<file path="src/rtl/pwm_dac_multi.sv">
// pwm_dac_multi
// Multi-channel PWM DAC driven by one shared phase counter. Each channel's
// duty word is staged in a shadow register and copied into the active
// register only at a period boundary, so a duty change never cuts a pulse
// short. Edge-aligned or centre-aligned counting is selected per period,
// and a prescaler slows the counter to one step every DIV clocks.
//
// Ports:
//   clk          system clock
//   rst_n        synchronous active-low reset
//   en           run enable; low holds the counter and outputs at zero
//   mode         0 = edge-aligned, 1 = centre-aligned (applied at boundaries)
//   load         1-cycle strobe capturing duty_in into the shadow registers
//   duty_in      channel i duty at bits [i*WIDTH +: WIDTH]
//   pwm_out      registered PWM outputs, one per channel
//   period_start 1-cycle pulse in the cycle pwm_out first shows cnt = 0
module pwm_dac_multi #(
  parameter int WIDTH    = 8,
  parameter int CHANNELS = 4,
  parameter int DIV      = 1
) (
  input  logic                      clk,
  input  logic                      rst_n,
  input  logic                      en,
  input  logic                      mode,
  input  logic                      load,
  input  logic [CHANNELS*WIDTH-1:0] duty_in,
  output logic [CHANNELS-1:0]       pwm_out,
  output logic                      period_start
);

  localparam int             PW         = (DIV > 1) ? $clog2(DIV) : 1;
  localparam logic [PW-1:0]  PRESC_LAST = PW'(DIV - 1);

  logic [PW-1:0]    r_presc;
  logic [WIDTH:0]   r_p;
  logic [WIDTH-1:0] r_shadow [CHANNELS];
  logic [WIDTH-1:0] r_active [CHANNELS];
  logic             r_mode_active;
  // Marks the first clock of a period (after a boundary, en low or reset).
  logic             r_first;
  logic [CHANNELS-1:0] r_pwm;
  logic             r_pstart;

  logic             w_tick;
  logic [WIDTH:0]   w_p_inc;
  logic [WIDTH-1:0] w_cnt;
  logic             w_boundary;
  logic             w_apply;
  logic [WIDTH-1:0] w_shadow_nxt [CHANNELS];

  // Tick, count value and boundary detection.
  always_comb begin
    w_tick  = (r_presc == PRESC_LAST);
    w_p_inc = r_p + (WIDTH+1)'(1);
    // Centre mode folds the upper half of the phase back down.
    if (r_mode_active && r_p[WIDTH]) begin
      w_cnt = ~r_p[WIDTH-1:0];
    end else begin
      w_cnt = r_p[WIDTH-1:0];
    end
    if (r_mode_active) begin
      w_boundary = en & w_tick & (w_p_inc == {(WIDTH+1){1'b0}});
    end else begin
      w_boundary = en & w_tick & (w_p_inc[WIDTH-1:0] == {WIDTH{1'b0}});
    end
    // While disabled the active set tracks shadow/mode continuously.
    w_apply = ~en | w_boundary;
  end

  // Next shadow values; a load on a boundary edge reaches active directly
  // because active copies this next value rather than the old shadow.
  always_comb begin
    for (int i = 0; i < CHANNELS; i++) begin
      w_shadow_nxt[i] = r_shadow[i];
      if (load) begin
        w_shadow_nxt[i] = duty_in[i*WIDTH +: WIDTH];
      end else begin
        w_shadow_nxt[i] = r_shadow[i];
      end
    end
  end

  // Counter, duty registers and registered outputs.
  always_ff @(posedge clk) begin
    if (!rst_n) begin
      r_presc       <= '0;
      r_p           <= '0;
      r_mode_active <= 1'b0;
      r_first       <= 1'b1;
      r_pwm         <= '0;
      r_pstart      <= 1'b0;
      for (int i = 0; i < CHANNELS; i++) begin
        r_shadow[i] <= '0;
        r_active[i] <= '0;
      end
    end else begin
      r_pstart <= en & r_first;
      r_first  <= ~en | w_boundary;
      for (int i = 0; i < CHANNELS; i++) begin
        r_pwm[i]    <= en & (w_cnt < r_active[i]);
        r_shadow[i] <= w_shadow_nxt[i];
        if (w_apply) begin
          r_active[i] <= w_shadow_nxt[i];
        end
      end
      if (w_apply) begin
        r_mode_active <= mode;
      end
      if (!en) begin
        r_presc <= '0;
        r_p     <= '0;
      end else begin
        if (w_tick) begin
          r_presc <= '0;
          r_p     <= w_p_inc;
        end else begin
          r_presc <= r_presc + PW'(1);
        end
      end
    end
  end

  assign pwm_out      = r_pwm;
  assign period_start = r_pstart;

endmodule

</file>
<file path="config.mk">
export PLATFORM = sky130hd
export DESIGN_NAME = pwm_dac_multi
export DESIGN_NICKNAME = d
export VERILOG_FILES = /design/src/rtl/pwm_dac_multi.sv
export SDC_FILE = /design/constraint.sdc
export NUM_CORES = 1
export LEC_CHECK = 0
export ABC_CLOCK_PERIOD_IN_PS = 3000
export CAP_MARGIN = 20
export CORE_UTILIZATION = 57
export DETAILED_ROUTE_END_ITERATION = 10
export PLACE_DENSITY = 0.88
export SYNTH_ARGS = -nofsm -noshare
export SYNTH_HDL_FRONTEND = slang
export SYNTH_SLANG_ARGS = --single-unit
</file>
<file path="constraint.sdc">
create_clock -name clk -period 3 [get_ports clk]
set_input_delay 0.3 -clock clk [delete_from_list [all_inputs] [get_ports clk]]
set_output_delay 0.3 -clock clk [all_outputs]
set_load 0.01 [all_outputs]
</file>
==> results of run 1 <==
## synth_stat cells (7+ instances only)
cell type  count
nor2b_2       28
inv_1         35
mux2i_1       33
nand2_1        8
nand4_1        7
clkbuf_1       7
nor2b_1       35
a21oi_1        8
xnor2_1       13
dfxtp_1       49
nor2_1        11
nand3_1        8
ha_1          30
edfxtp_1      32
## final cells by class
type	count	area [um^2]
Clock buffer	10	128
Timing Repair Buffer	49	478
Clock inverter	6	115
Multi-Input combinational cell	230	1900
Fill cell	521	2050
Tap cell	96	120
Sequential cell	81	1940
Inverter	35	131
## layout by cell type, fill, tap and decap left out, types with 7 or more instances in the layout
master,synthesis,final
a21oi_1,8,8
buf_4,1,7
clkbuf_8,0,9
clkdlybuf4s50_1,0,40
dfxtp_1,49,49
edfxtp_1,32,32
ha_1,30,30
inv_1,35,35
mux2i_1,33,33
nand2_1,8,8
nand3_1,8,8
nand4_1,7,7
nor2_1,11,11
nor2b_1,35,35
nor2b_2,28,28
xnor2_1,13,13
## cell families after synthesis
| logic type | after synthesis |
|---|---|
| AOI/OAI and AO/OA | 35 |
| xor gates and xnor gates | 16 |
| adders and majority gates | 30 |
| buffers and inverters | 52 |
| DFF | 81 |
| muxes | 33 |
| other | 1 |
| and+or+nand+nor | 115 |
## per-stage QoR
step | util | worst slack [ns] | std cells
after CTS | 0.701 | 0.404 | 507
after global placement | 0.666 | 0.483 | 491
after floorplan | - | 0.637 | 363
after global routing | 0.701 | 0.267 | 507
after detailed placement | 0.666 | 0.427 | 491
final | 0.701 | 0.401 | 507
## final timing paths
path / slack [ns] / depth (start not counted) / end / start
worst max register to register: 0.40 / 5 / r_active[2][5]$_SDFFCE_PN0P_ / r_p[4]$_SDFFE_PN0N_
worst max-delay path: 0.40 / 5 / r_active[2][5]$_SDFFCE_PN0P_ / r_p[4]$_SDFFE_PN0N_
worst min-delay path: 0.48 / 1 / period_start$_SDFF_PN0_ / r_first$_SDFF_PN1_
worst min register to register: 0.48 / 1 / period_start$_SDFF_PN0_ / r_first$_SDFF_PN1_
## metal layers
layer  routed length [um]  vias to the layer above  share of wire
met3                  255                       20          0.033
met1                 3520                     1282           0.46
met5                    0                        -              0
met2                 3740                       56           0.48
met4                  200                        0          0.026
li1                     -                     1326              -
## power by group
group	internal [W]	switching [W]	leakage [nW]
sequential	0.00121	0.0000229	0.758
combinational	0.000137	0.000119	1.11
clock	0.000557	0.000403	0.117
## sequential cells by signal (all words and copies together), names as in the netlist
register and flops:
period_start 1, pwm_out 4, r_active 32, r_first 1
r_mode_active 1, r_p 9, r_presc 1, r_shadow 32
==> results_dict.tcl, run 1 <==
set metrics [dict create \
    yosysTopAreaCell "dfxtp_1" \
    num_vias 2684 \
    grt_remaining_overflow 0 \
    path_delay_family "compound AO/OA/AOI/OAI gates" \
    synth_compound_area_frac 0.0721 \
    ir_drop_mv 0.455 \
    worstHoldPathType "register to register" \
    critPathSlowestCell "dfxtp_1" \
    status "finished, final reports clean" \
    drtPass1Iterations 4 \
    ys_types 40 \
    critPathRequiredTime_ns 3.07 \
    fin_crit_sh 0.866 \
    first_global_vias 2694 \
    synthTopCellsByArea "dfxtp_1 (24%), edfxtp_1 (24%), ha_1 (9.2%)" \
    fp.dieH_um 86.6 \
    ys_ff_latch 81 \
    globalRouteMet1Util 0.288 \
    cts_tree "built" \
    io_pins 42 \
    synthMuxAreaShare 0.0810 \
    wire_per_inst_um 15.2 \
    cts_root_buf "clkbuf_8" \
    grt_max_degree 35 \
    fin_hold_ws_ns 0.482 \
    yosys_warnings 0 \
    hold_violations 0 \
    power.total_w 0.00245 \
    synth-edff-count 32 \
    die-area_mm2 0.00750 \
    crit_type "register to register" \
    drc_errors 0 \
    antenna_cells 0 \
    drt_iter0_drc 91 \
    synthesis.nets 430 \
    wl_um 7720 \
    ctsResizeCount 0 \
    crit_path_end_kind "register" \
    synth_area_per_cell_um2 11.2 \
    slew_headroom 0.596 \
    use_met3 0.0476 \
    busiest_layer "met2" \
    synth_ff_type "dfxtp_1" \
    leakage_nw 1.98 \
    die_x_um 86.6 \
    finalNetCount 473 \
    cap_violations 0 \
    ant_nets 0 \
    synth_top_cell_area_share 0.240 \
    final.setup.tns_ns 0 \
    antenna_found_initial 0 \
    area_delta_synth_final_pct 18.1 \
    rsz0062_at_grt "no" \
    worstMarginPinSlew_ns 0.602 \
    clockBufferDepth 2 \
    place_area_mm2 0.00457 \
    io_buffers 41 \
    synthXorXnorAreaFrac 0.0343 \
    grt_pass1_wl_um 12700 \
    cts_setup_buffers 0 \
    synth_top_family_by_area "simple AND/OR/NAND/NOR gates" \
    power_density_mw_per_mm2 508 \
    syn-cell-area_mm2 0.00408 \
    numCtsBuffers 9 \
    period_needed_ns 2.60 \
    insertion_delay_ns 0.36 \
    clk_pin_slew_worst_paths_ns 0.08 \
    place_congestion 0.920 \
    hpwl_um 5330 \
    synthSimpleGateAreaFrac 0.186 \
    grtUsageMet2 0.368 \
    avgViaCountPerCell 5.29 \
    start_util 0.594 \
    synthArstFlopShare 0 \
    fin_area_mm2 0.00482 \
    fin_skew_ns 0.00780 \
    synthAdderAreaFrac 0.0920 \
    setup_viol 0 \
    path_buf_inv 1 \
    synthCells 363 \
    cts_sinks 81 \
    path_max_fanout 19 \
    max_freq_ghz 0.385 \
    cp_cell_sequence "nand4_1 > o32a_4 > a2111oi_4 > a31o_2 > buf_12" \
    track_usage 0.228 \
    h-tree-depth 3 \
    rows 30 \
    cts_hold_buf 0 \
    fp.coreArea_mm2 0.00687 \
    drive_above_1_share 0.148 \
    cp_data_arrival_time_ns 2.67 \
    worst_path_largest_cell_delay_ns 0.58 \
    yosysSeqAreaShare 0.476 \
    drv_slew 0 \
    cp-start-kind "register" \
]
(Power assumes the default switching activity.)
==> run 2: changes to the inputs <==
- CAP_MARGIN: 20 -> unset
==> results of run 2 <==
Final layout, timing and power as in run 1 (identical DEF).
==> run 3: changes to the inputs <==
- ABC_AREA: unset -> 1
- SLEW_MARGIN: unset -> 20
==> run 3 against run 2 <==
- final cell count rose by 22%
- critical path depth rose by 5
- largest cell class unchanged
- worst hold slack got worse by 0.065 ns
- critical endpoint unchanged
- first-iteration DRC count rose by 110%
- wire length rose by 4.6%
- critical path type unchanged
- global-route usage rose by 1.6 points
==> results_dict.tcl, run 3 <==
set metrics [dict create \
    yosysSeqAreaShare 0.479 \
    synthTopCellsByArea "dfxtp_1 (24%), edfxtp_1 (24%), nand2_1 (11%)" \
    setup_viol 0 \
    track_usage 0.244 \
    rsz0062_at_grt "no" \
    cts_setup_buffers 0 \
    fin_cells 621 \
    period_needed_ns 2.32 \
    fp.coreArea_mm2 0.00683 \
    rr_endpoint "r_active[2][5]$_SDFFCE_PN0P_" \
    grt_pass1_wl_um 14000 \
    r2r_slack_ns 0.68 \
    cts_hold_buf 0 \
    status "finished, final reports clean" \
    ant_nets 0 \
    fp.dieH_um 86.3 \
    drive_above_1_share 0.0914 \
    cp-start-kind "register" \
    crit_type "register to register" \
    yosysMostFrequentCell "nand2_1" \
    ys_types 28 \
    h-tree-depth 3 \
    syn-cell-area_mm2 0.00405 \
    grt_max_degree 34 \
    synth_area_per_cell_um2 8.44 \
    die_x_um 86.3 \
    final.setup.tns_ns 0 \
    mostFrequentLayoutCell "nand2_1" \
    first_global_vias 3047 \
    drt_iter0_drc 195 \
    cap_violations 0 \
    finish.utilization 0.692 \
    synthesis.nets 547 \
    synthArstFlopShare 0 \
    max_freq_ghz 0.431 \
    wire_per_inst_um 13.0 \
    crit_path_end_kind "register" \
    cts_tree "built" \
    n_fill_cell 525 \
    slew_headroom 0.350 \
    r2r_cells 10 \
    path_max_fanout 19 \
    insertion_delay_ns 0.35 \
    rows 30 \
    yosys_warnings 0 \
    leakage_nw 2.22 \
    reg.largest.list "r_active: 32 flops, r_shadow: 32 flops, r_p: 9 flops" \
    ctsResizeCount 0 \
    place_congestion 0.896 \
    ys_ff_latch 81 \
    numCtsBuffers 9 \
    worstSetupEndpoint "r_active[2][5]$_SDFFCE_PN0P_" \
    wl_um 8080 \
    clockBufferDepth 2 \
    antenna_cells 0 \
    cp_data_arrival_time_ns 2.36 \
    layout_common_cells "nand2_1 (118), inv_1 (74), dfxtp_1 (49), clkdlybuf4s50_1 (41), nor2_1 (38)" \
    finalNetCount 587 \
    synth-edff-count 32 \
    die-area_mm2 0.00745 \
    synth_top_cell_area_share 0.242 \
    io_buffers 41 \
    area_delta_synth_final_pct 16.6 \
    synthCells 480 \
    io_pins 42 \
    dp_cells 605 \
    synth_ff_type "dfxtp_1" \
    cts_sinks 81 \
    fin_crit_sh 0.773 \
    worstMarginPinSlew_ns 0.973 \
    worstHoldPathType "register to register" \
    ir_drop_mv 0.364 \
    multiInputGateArea_mm2 0.00174 \
    clk_pin_slew_worst_paths_ns 0.08 \
    drv_slew 0 \
    crit_path_start "r_p[1]$_SDFFE_PN0N_" \
    power_density_mw_per_mm2 484 \
    start_util 0.593 \
    hold_violations 0 \
    drtPass1Iterations 4 \
    critPathRequiredTime_ns 3.04 \
    reg2reg_from "r_p[1]$_SDFFE_PN0N_" \
    grt_remaining_overflow 0 \
    hpwl_um 5640 \
    num_vias 3195 \
    fin_skew_ns 0.00852 \
    antenna_found_initial 0 \
    seqCellArea_mm2 0.00194 \
    power.total_w 0.00229 \
    yosysTopAreaCell "dfxtp_1" \
    yosys-top-cells-count "nand2_1 (118), inv_1 (74), dfxtp_1 (49), nor2_1 (38), edfxtp_1 (32)" \
    avgViaCountPerCell 5.14 \
    drc_errors 0 \
    cts_root_buf "clkbuf_8" \
]
run 3: cell types whose count changed after synthesis, sizes merged, moves of 6 or more:
cell    delta
mux2i     -33
nand2    +110
inv       +40
xnor2     -12
nor2      +29
a21boi    +15
nand3     +11
nor2b     -64
a21oi     +29
clkbuf     +7
buf        -6
o21ai     +24
run 3: how the worst min path moves through the flow:
| stage | endpoint | start | cells after the start | slack (ns) |
|---|---|---|---|---|
| 2_1_floorplan | period_start$_SDFF_PN0_ | r_first$_SDFF_PN1_ | 2 | 0.39 |
| 3_3_place_gp | period_start$_SDFF_PN0_ | r_first$_SDFF_PN1_ | 2 | 0.40 |
| 3_5_place_dp | period_start$_SDFF_PN0_ | r_first$_SDFF_PN1_ | 2 | 0.41 |
| 4_1_cts | period_start$_SDFF_PN0_ | r_first$_SDFF_PN1_ | 2 | 0.42 |
| 5_1_grt | period_start$_SDFF_PN0_ | r_first$_SDFF_PN1_ | 2 | 0.45 |
| 6_report | period_start$_SDFF_PN0_ | r_first$_SDFF_PN1_ | 2 | 0.42 |
run 3: logic make-up after synthesis:
family / synth area share
and+or+nand+nor: 0.182
other: 0.000925
adders and majority gates: 0.0926
AOI/OAI and AO/OA: 0.137
buffers and inverters: 0.0926
xor gates and xnor gates: 0.0151
DFF: 0.479
run 3: area by class of cell:
cell class              instances  area share
repair buffers                 47      0.0964
well taps                      96      0.0254
clock buffers                  10      0.0291
inverters                      76      0.0604
flip-flops and latches         81       0.411
multi-input cells             305       0.367
clock inverters                 6      0.0106
run 3: metal layers:
layer | wire length (um) | global-route usage
met1 | 3660 | 0.317
met2 | 3750 | 0.392
met3 | 360 | 0.0438
met4 | 313 | 0.127
met5 | 0 | 0
run 3: critical path, stage by stage (launching register included):
cell,delay (ns)
dfxtp_1,0.45
ha_1,0.27
nand2_1,0.11
nor2_2,0.12
nand2_1,0.07
nand2_1,0.07
nand2_1,0.08
nor2_2,0.15
nand3_4,0.25
nand2_1,0.17
buf_4,0.26
run 3: stage by stage:
step           cell area [um^2]  setup WS [ns]  hold slack [ns]
2_1_floorplan              4050          0.478            0.394
3_3_place_gp               4540          0.838            0.403
3_5_place_dp               4540          0.719            0.408
4_1_cts                    4730          0.686            0.421
5_1_grt                    4730          0.530            0.451
6_report                   4730          0.682            0.417
run 3: report_power, final:
part	internal, W	switching, W
clock network	0.000332	0.000418
logic	0.000132	0.000167
registers	0.00121	0.0000253
total	0.00168	0.000611
